**src/rtl/seg_disp_scanner.sv**
```systemverilog
// seg_disp_scanner: multiplexed 7-segment scanner with double-buffered digit data and guard interval.
// Optional leading-zero blanking is compiled in when the macro SEG_DISP_LZB_EN is defined.
module seg_disp_scanner #(
   parameter int NUM_DIGITS     = 4,
   parameter int DIV            = 100000,
   parameter int GUARD          = 16,
   parameter bit SEG_ACTIVE_LOW = 1'b0,
   parameter bit AN_ACTIVE_LOW  = 1'b1
) (
   input  logic                  clk,
   input  logic                  rst,
   input  logic                  we,
   input  logic                  addr,
   input  logic [31:0]           wdata,
   output logic [31:0]           rdata,
   output logic [7:0]            seg_o,
   output logic [NUM_DIGITS-1:0] an_o,
   output logic                  frame_o
);

   localparam int DW = 4 * NUM_DIGITS;
   localparam int PW = (DIV > 1) ? $clog2(DIV) : 1;
   localparam int IW = (NUM_DIGITS > 1) ? $clog2(NUM_DIGITS) : 1;
   localparam logic [PW-1:0] PRESC_LAST = PW'(DIV - 1);
   localparam logic [IW-1:0] IDX_LAST = IW'(NUM_DIGITS - 1);
   localparam logic [7:0] SEG_OFF = {8{SEG_ACTIVE_LOW}};
   localparam logic [NUM_DIGITS-1:0] AN_OFF = {NUM_DIGITS{AN_ACTIVE_LOW}};

   logic [PW-1:0]         prescQ, prescD;
   logic [IW-1:0]         idxQ, idxD;
   logic [DW-1:0]         stagingQ, stagingD;
   logic [DW-1:0]         shadowQ, shadowD;
   logic [7:0]            dpMaskQ, dpMaskD;
   logic [7:0]            blankMaskQ, blankMaskD;
   logic                  enableQ, enableD;
   logic                  lzbQ;
   logic [7:0]            segQ, segD;
   logic [NUM_DIGITS-1:0] anQ, anD;
   logic                  frameQ, frameD;

   logic                  slotEnd;
   logic                  frameEnd;
   logic                  inGuard;
   logic [3:0]            curNibble;
   logic                  curDp;
   logic                  curBlank;
   logic [NUM_DIGITS-1:0] anOn;
   logic [7:0]            segRaw;
   logic                  unusedBits;

   function automatic logic [6:0] hexFont(input logic [3:0] nib);
      case (nib)
         4'h0:    hexFont = 7'h3F;
         4'h1:    hexFont = 7'h06;
         4'h2:    hexFont = 7'h5B;
         4'h3:    hexFont = 7'h4F;
         4'h4:    hexFont = 7'h66;
         4'h5:    hexFont = 7'h6D;
         4'h6:    hexFont = 7'h7D;
         4'h7:    hexFont = 7'h07;
         4'h8:    hexFont = 7'h7F;
         4'h9:    hexFont = 7'h6F;
         4'hA:    hexFont = 7'h77;
         4'hB:    hexFont = 7'h7C;
         4'hC:    hexFont = 7'h39;
         4'hD:    hexFont = 7'h5E;
         4'hE:    hexFont = 7'h79;
         default: hexFont = 7'h71;
      endcase
   endfunction

   assign unusedBits = ^wdata[31:17];

   assign slotEnd  = (prescQ == PRESC_LAST);
   assign frameEnd = slotEnd && (idxQ == IDX_LAST);
   assign inGuard  = (int'(prescQ) < GUARD);

`ifdef SEG_DISP_LZB_EN
   logic [NUM_DIGITS-1:0] lzbMask;
   logic                  allZero;

   // A digit is a leading zero when it and every digit above it are zero; digit 0 always shows.
   always_comb begin
      lzbMask = '0;
      allZero = 1'b1;
      for (int i = NUM_DIGITS - 1; i >= 1; i--) begin
         allZero    = allZero & (shadowQ[4*i +: 4] == 4'h0);
         lzbMask[i] = allZero;
      end
   end

   always_ff @(posedge clk) begin
      if (rst) begin
         lzbQ <= 1'b0;
      end else if (we && addr) begin
         lzbQ <= wdata[17];
      end
   end
`else
   assign lzbQ = 1'b0;
`endif

   always_comb begin
      curNibble = 4'h0;
      curDp     = 1'b0;
      curBlank  = 1'b0;
      anOn      = '0;
      for (int i = 0; i < NUM_DIGITS; i++) begin
         if (idxQ == IW'(i)) begin
            curNibble = shadowQ[4*i +: 4];
            curDp     = dpMaskQ[i];
            curBlank  = blankMaskQ[i];
            anOn[i]   = 1'b1;
`ifdef SEG_DISP_LZB_EN
            if (lzbQ && lzbMask[i]) begin
               curBlank = 1'b1;
            end
`endif
         end
      end
   end

   // Pins are dark during the guard interval so the previous digit's segments cannot ghost.
   always_comb begin
      segRaw = 8'h00;
      segD   = SEG_OFF;
      anD    = AN_OFF;
      if (enableQ && !inGuard) begin
         segRaw = {curDp, curBlank ? 7'h00 : hexFont(curNibble)};
         segD   = SEG_ACTIVE_LOW ? ~segRaw : segRaw;
         anD    = AN_ACTIVE_LOW ? ~anOn : anOn;
      end
   end

   // The shadow captures staging before a same-edge DATA write lands, so that write waits a frame.
   always_comb begin
      prescD     = slotEnd ? '0 : prescQ + 1'b1;
      idxD       = idxQ;
      if (slotEnd) begin
         idxD = (idxQ == IDX_LAST) ? '0 : idxQ + 1'b1;
      end
      shadowD    = frameEnd ? stagingQ : shadowQ;
      frameD     = frameEnd;
      stagingD   = stagingQ;
      dpMaskD    = dpMaskQ;
      blankMaskD = blankMaskQ;
      enableD    = enableQ;
      if (we) begin
         if (!addr) begin
            stagingD = wdata[DW-1:0];
         end else begin
            dpMaskD    = wdata[7:0];
            blankMaskD = wdata[15:8];
            enableD    = wdata[16];
         end
      end
   end

   always_ff @(posedge clk) begin
      if (rst) begin
         prescQ     <= '0;
         idxQ       <= '0;
         stagingQ   <= '0;
         shadowQ    <= '0;
         dpMaskQ    <= 8'h00;
         blankMaskQ <= 8'h00;
         enableQ    <= 1'b0;
         segQ       <= SEG_OFF;
         anQ        <= AN_OFF;
         frameQ     <= 1'b0;
      end else begin
         prescQ     <= prescD;
         idxQ       <= idxD;
         stagingQ   <= stagingD;
         shadowQ    <= shadowD;
         dpMaskQ    <= dpMaskD;
         blankMaskQ <= blankMaskD;
         enableQ    <= enableD;
         segQ       <= segD;
         anQ        <= anD;
         frameQ     <= frameD;
      end
   end

   always_comb begin
      rdata = '0;
      if (addr) begin
         rdata[17:0] = {lzbQ, enableQ, blankMaskQ, dpMaskQ};
      end else begin
         rdata[DW-1:0] = stagingQ;
      end
   end

   assign seg_o   = segQ;
   assign an_o    = anQ;
   assign frame_o = frameQ;

endmodule

```
**config.mk**
```make
export PLATFORM = sky130hd
export DESIGN_NAME = seg_disp_scanner
export DESIGN_NICKNAME = d
export VERILOG_FILES = /design/src/rtl/seg_disp_scanner.sv
export SDC_FILE = /design/constraint.sdc
export NUM_CORES = 1
export LEC_CHECK = 0
export ABC_AREA = 1
export CAP_MARGIN = 15
export CORE_AREA = 2 2 111 86
export DETAILED_ROUTE_END_ITERATION = 6
export DIE_AREA = 0 0 113 88
export PLACE_DENSITY = 0.74
export SETUP_SLACK_MARGIN = 0.1
export SYNTH_ARGS = -nofsm -noshare
export SYNTH_HDL_FRONTEND = slang
export SYNTH_SLANG_ARGS = --single-unit
```
**constraint.sdc**
```tcl
create_clock -name clk -period 2 [get_ports clk]
set_input_delay 0.5 -clock clk [delete_from_list [all_inputs] [get_ports clk]]
set_output_delay 0.5 -clock clk [all_outputs]
set_load 0.05 [all_outputs]
```
==> results_dict.tcl <==
set metrics [dict create \
    status "finished, violations left" \
    violations "DRC" \
    setup_viol 0 \
    cts_buffers 9 \
    synth_top_area_share 0.410 \
    synth-edff-count 0 \
    drt_iter0_drc 207 \
    fin_crit_sh 0.896 \
    synth_top_family_by_area "simple AND/OR/NAND/NOR gates" \
    fillerInstances 799 \
    final_cells 751 \
    cp.arrival_ns 2.02 \
    wirelength_microns 9850 \
    pwr-share-seq 0.423 \
    antenna_cells 0 \
    synthToLayoutAreaGrowth_pct 31.3 \
    grt_overflow 0 \
    cts-root-buf "clkbuf_16" \
    grt_max_degree 34 \
    antenna_found_initial 0 \
    synth_xor_area_frac 0.0155 \
    crit_chain "inv_4 > ha_4 > inv_2 > nand3_1 > nand3_1 > a21boi_2 > inv_2 > ha_1 > nand2_1 > o21ai_1 > nor2_1 > nor2_1" \
    async_flop_share 0 \
    vias_per_cell 4.91 \
    period_minus_slack_ns 1.79 \
    synth.mux.area_fraction 0 \
    grt_pass1_vias 3321 \
    netlist_top_cells_area "dfxtp_1 41%, nand2_1 12%, nor2_1 10%" \
    crit_fanout 5 \
    p_int_w 0.00297 \
    synth.avg_cell_area_sq_um 6.93 \
    cts.sinks 81 \
    powerDensity_mw_per_mm2 772 \
    core-area_sq_mm 0.00886 \
    cp.required_ns 2.23 \
    num_vias 3690 \
    synth_compound_area_frac 0.119 \
    slowest_delay_ns 0.37 \
    clk_path_buf_depth 2 \
    cp-end-kind "register" \
    clock_latency_ns 0.34 \
    yosysUniqueCellTypes 32 \
    drv_cap 0 \
    worstSetupPathType "register to register" \
    ys_warn_count 0 \
    path_clk_slew_ns 0.07 \
    slew_headroom 0.643 \
    ys_seq_area_frac 0.410 \
    worst_slew_pin_slew_ns 0.535 \
    rows 30 \
    htreeDepth 3 \
    die_x_microns 113 \
    place.gp.congestion 0.850 \
    cp_top_family "adder cells" \
    wl_per_cell_microns 13.1 \
    first_pass_iters 7 \
    clkPwrFrac 0.448 \
    p_comb_frac 0.129 \
    critPathLaunchType "register" \
    synthAdderAreaFrac 0.0380 \
    start_util 0.446 \
    ios 81 \
    hold_buffers 0 \
    p_sw_w 0.00104 \
    syn_inst 570 \
    die_y_microns 88 \
    drc_errors 4 \
    swShare 0.260 \
    power.leakage_nw 2.22 \
    grt_pass1_wl_microns 15600 \
    dp_hpwl_microns 7000 \
    drive_gt1_frac 0.161 \
    ir_drop_mv 0.440 \
    crit_path_top_delay_cell "dfxtp_4" \
    fmax_mhz 558 \
    power_w 0.00401 \
    ys_ff_latch 81 \
    final_hold_viol_count 0 \
    synthSimpleGateAreaFrac 0.293 \
    synth_top_area_cell "dfxtp_1" \
    layout.nets 682 \
    netlist_area_sq_mm 0.00395 \
    slew_viol_final 0 \
    synth_ff_type "dfxtp_1" \
    ant_nets 0 \
    grt_usage 0.201 \
    port_buffers 50 \
    min_path_type "register to register" \
    cts_tree "done" \
    dpl.cell_count 732 \
    finClkSkew_ns 0.0113 \
    crit_buf_inv 3 \
    fin_tns_setup_ns 0 \
    rsz0062_at_grt "true" \
    die_area_sq_mm 0.00994 \
]
[power groups by stage]
stage / registers (W) / logic (W) / clock network (W)
2_1_floorplan: 0.00172 / 0.000319 / 0
3_3_place_gp: 0.00173 / 0.000505 / 0
3_5_place_dp: 0.00173 / 0.000510 / 0
4_1_cts: 0.00170 / 0.000514 / 0.00182
5_1_grt: 0.00170 / 0.000553 / 0.00189
6_report: 0.00170 / 0.000517 / 0.00179
[worst paths after layout]
path                             start                   end  slack (ns)  depth (start not counted)
setup reg to reg  idxQ[1]$_SDFFE_PP0N_   seg_o[3]$_SDFF_PP0_        0.21                         12
hold / removal    prescQ[0]$_SDFF_PP0_  prescQ[0]$_SDFF_PP0_        0.45                          1
hold reg to reg   prescQ[0]$_SDFF_PP0_  prescQ[0]$_SDFF_PP0_        0.45                          1
setup / recovery  idxQ[1]$_SDFFE_PP0N_   seg_o[3]$_SDFF_PP0_        0.21                         12
[metal layers]
layer,GRT usage,up-vias,share of wire,wire (microns)
met5,0,-,0,0
met4,0.0632,0,0.0098,97
met3,0.0602,12,0.072,709
met2,0.294,118,0.42,4180
met1,0.284,1673,0.49,4870
li1,-,1887,-,-
[kinds of logic (layout without fill, tap and decap cells)]
group | Yosys count | count (layout)
buf+inv | 102 | 156
simple gates | 279 | 280
xor+xnor | 7 | 7
flops | 81 | 81
fa+ha+maj | 12 | 12
other cells | 1 | 15
compound gates | 88 | 88
[what timing repair did]
item	4_1_cts	5_1_grt
pin swaps	0	4
setup buffers	0	1
gates cloned	0	2
setup endpoints to repair	34	20
resized for setup	18	20
[cell type report]
type	instances	area (sq um)	area share
inverters	67	256	0.0494
flip-flops and latches	81	1630	0.314
clock buffers	9	225	0.0434
clock inverters	7	98.8	0.0190
multi-input cells	402	2010	0.387
repair buffers	72	825	0.159
repair inverters	1	7.51	0.00145
well taps	112	140	0.0270
[cell usage in the layout, fill, tap and decap left out, drive strengths merged]
cell type	count
dfxtp	81
clkinv	1
o21ai	60
or2	1
nor2	108
clkbuf	10
a211oi	1
ha	12
buf	41
xor2	6
o211ai	1
dlygate4sd2	11
clkdlybuf4s50	19
nand2	126
nand3	28
nor3	9
inv	70
nor3b	1
clkinvlp	2
a21oi	24
xnor2	1
conb	15
nand4	7
a21boi	2
bufinv	2
[worst reg2reg max path: stages (launching register included)]
cell	delay [ns]
dfxtp_4	0.37
inv_4	0.09
ha_4	0.16
inv_2	0.05
nand3_1	0.07
nand3_1	0.09
a21boi_2	0.19
inv_2	0.07
ha_1	0.29
nand2_1	0.07
o21ai_1	0.06
nor2_1	0.11
nor2_1	0.06
[metrics by stage]
step           setup WS (ns)  utilization  area [sq um]  hold WS (ns)
3_3_place_gp          -0.111        0.539          4770         0.430
6_report               0.209        0.586          5190         0.451
3_5_place_dp          -0.119        0.539          4770         0.445
2_1_floorplan         0.0517            -          4040         0.418
5_1_grt               0.0762        0.586          5190         0.477
4_1_cts                0.120        0.575          5100         0.454
[cell usage after synthesis (all sizes together) (2+ instances only)]
library cell,count
nand2,126
nor2,108
dfxtp,81
inv,67
o21ai,60
nand3,27
buf,25
a21oi,24
ha,12
clkbuf,10
nor3,9
nand4,7
xor2,6
a21boi,2
[registers in the layout (all words and copies together), names as in the netlist]
signal      count
seg_o           8
frame_o         1
idxQ            2
stagingQ       16
dpMaskQ         8
blankMaskQ      8
prescQ         17
enableQ         1
an_o            4
shadowQ        16
(Power assumes the default switching activity.)
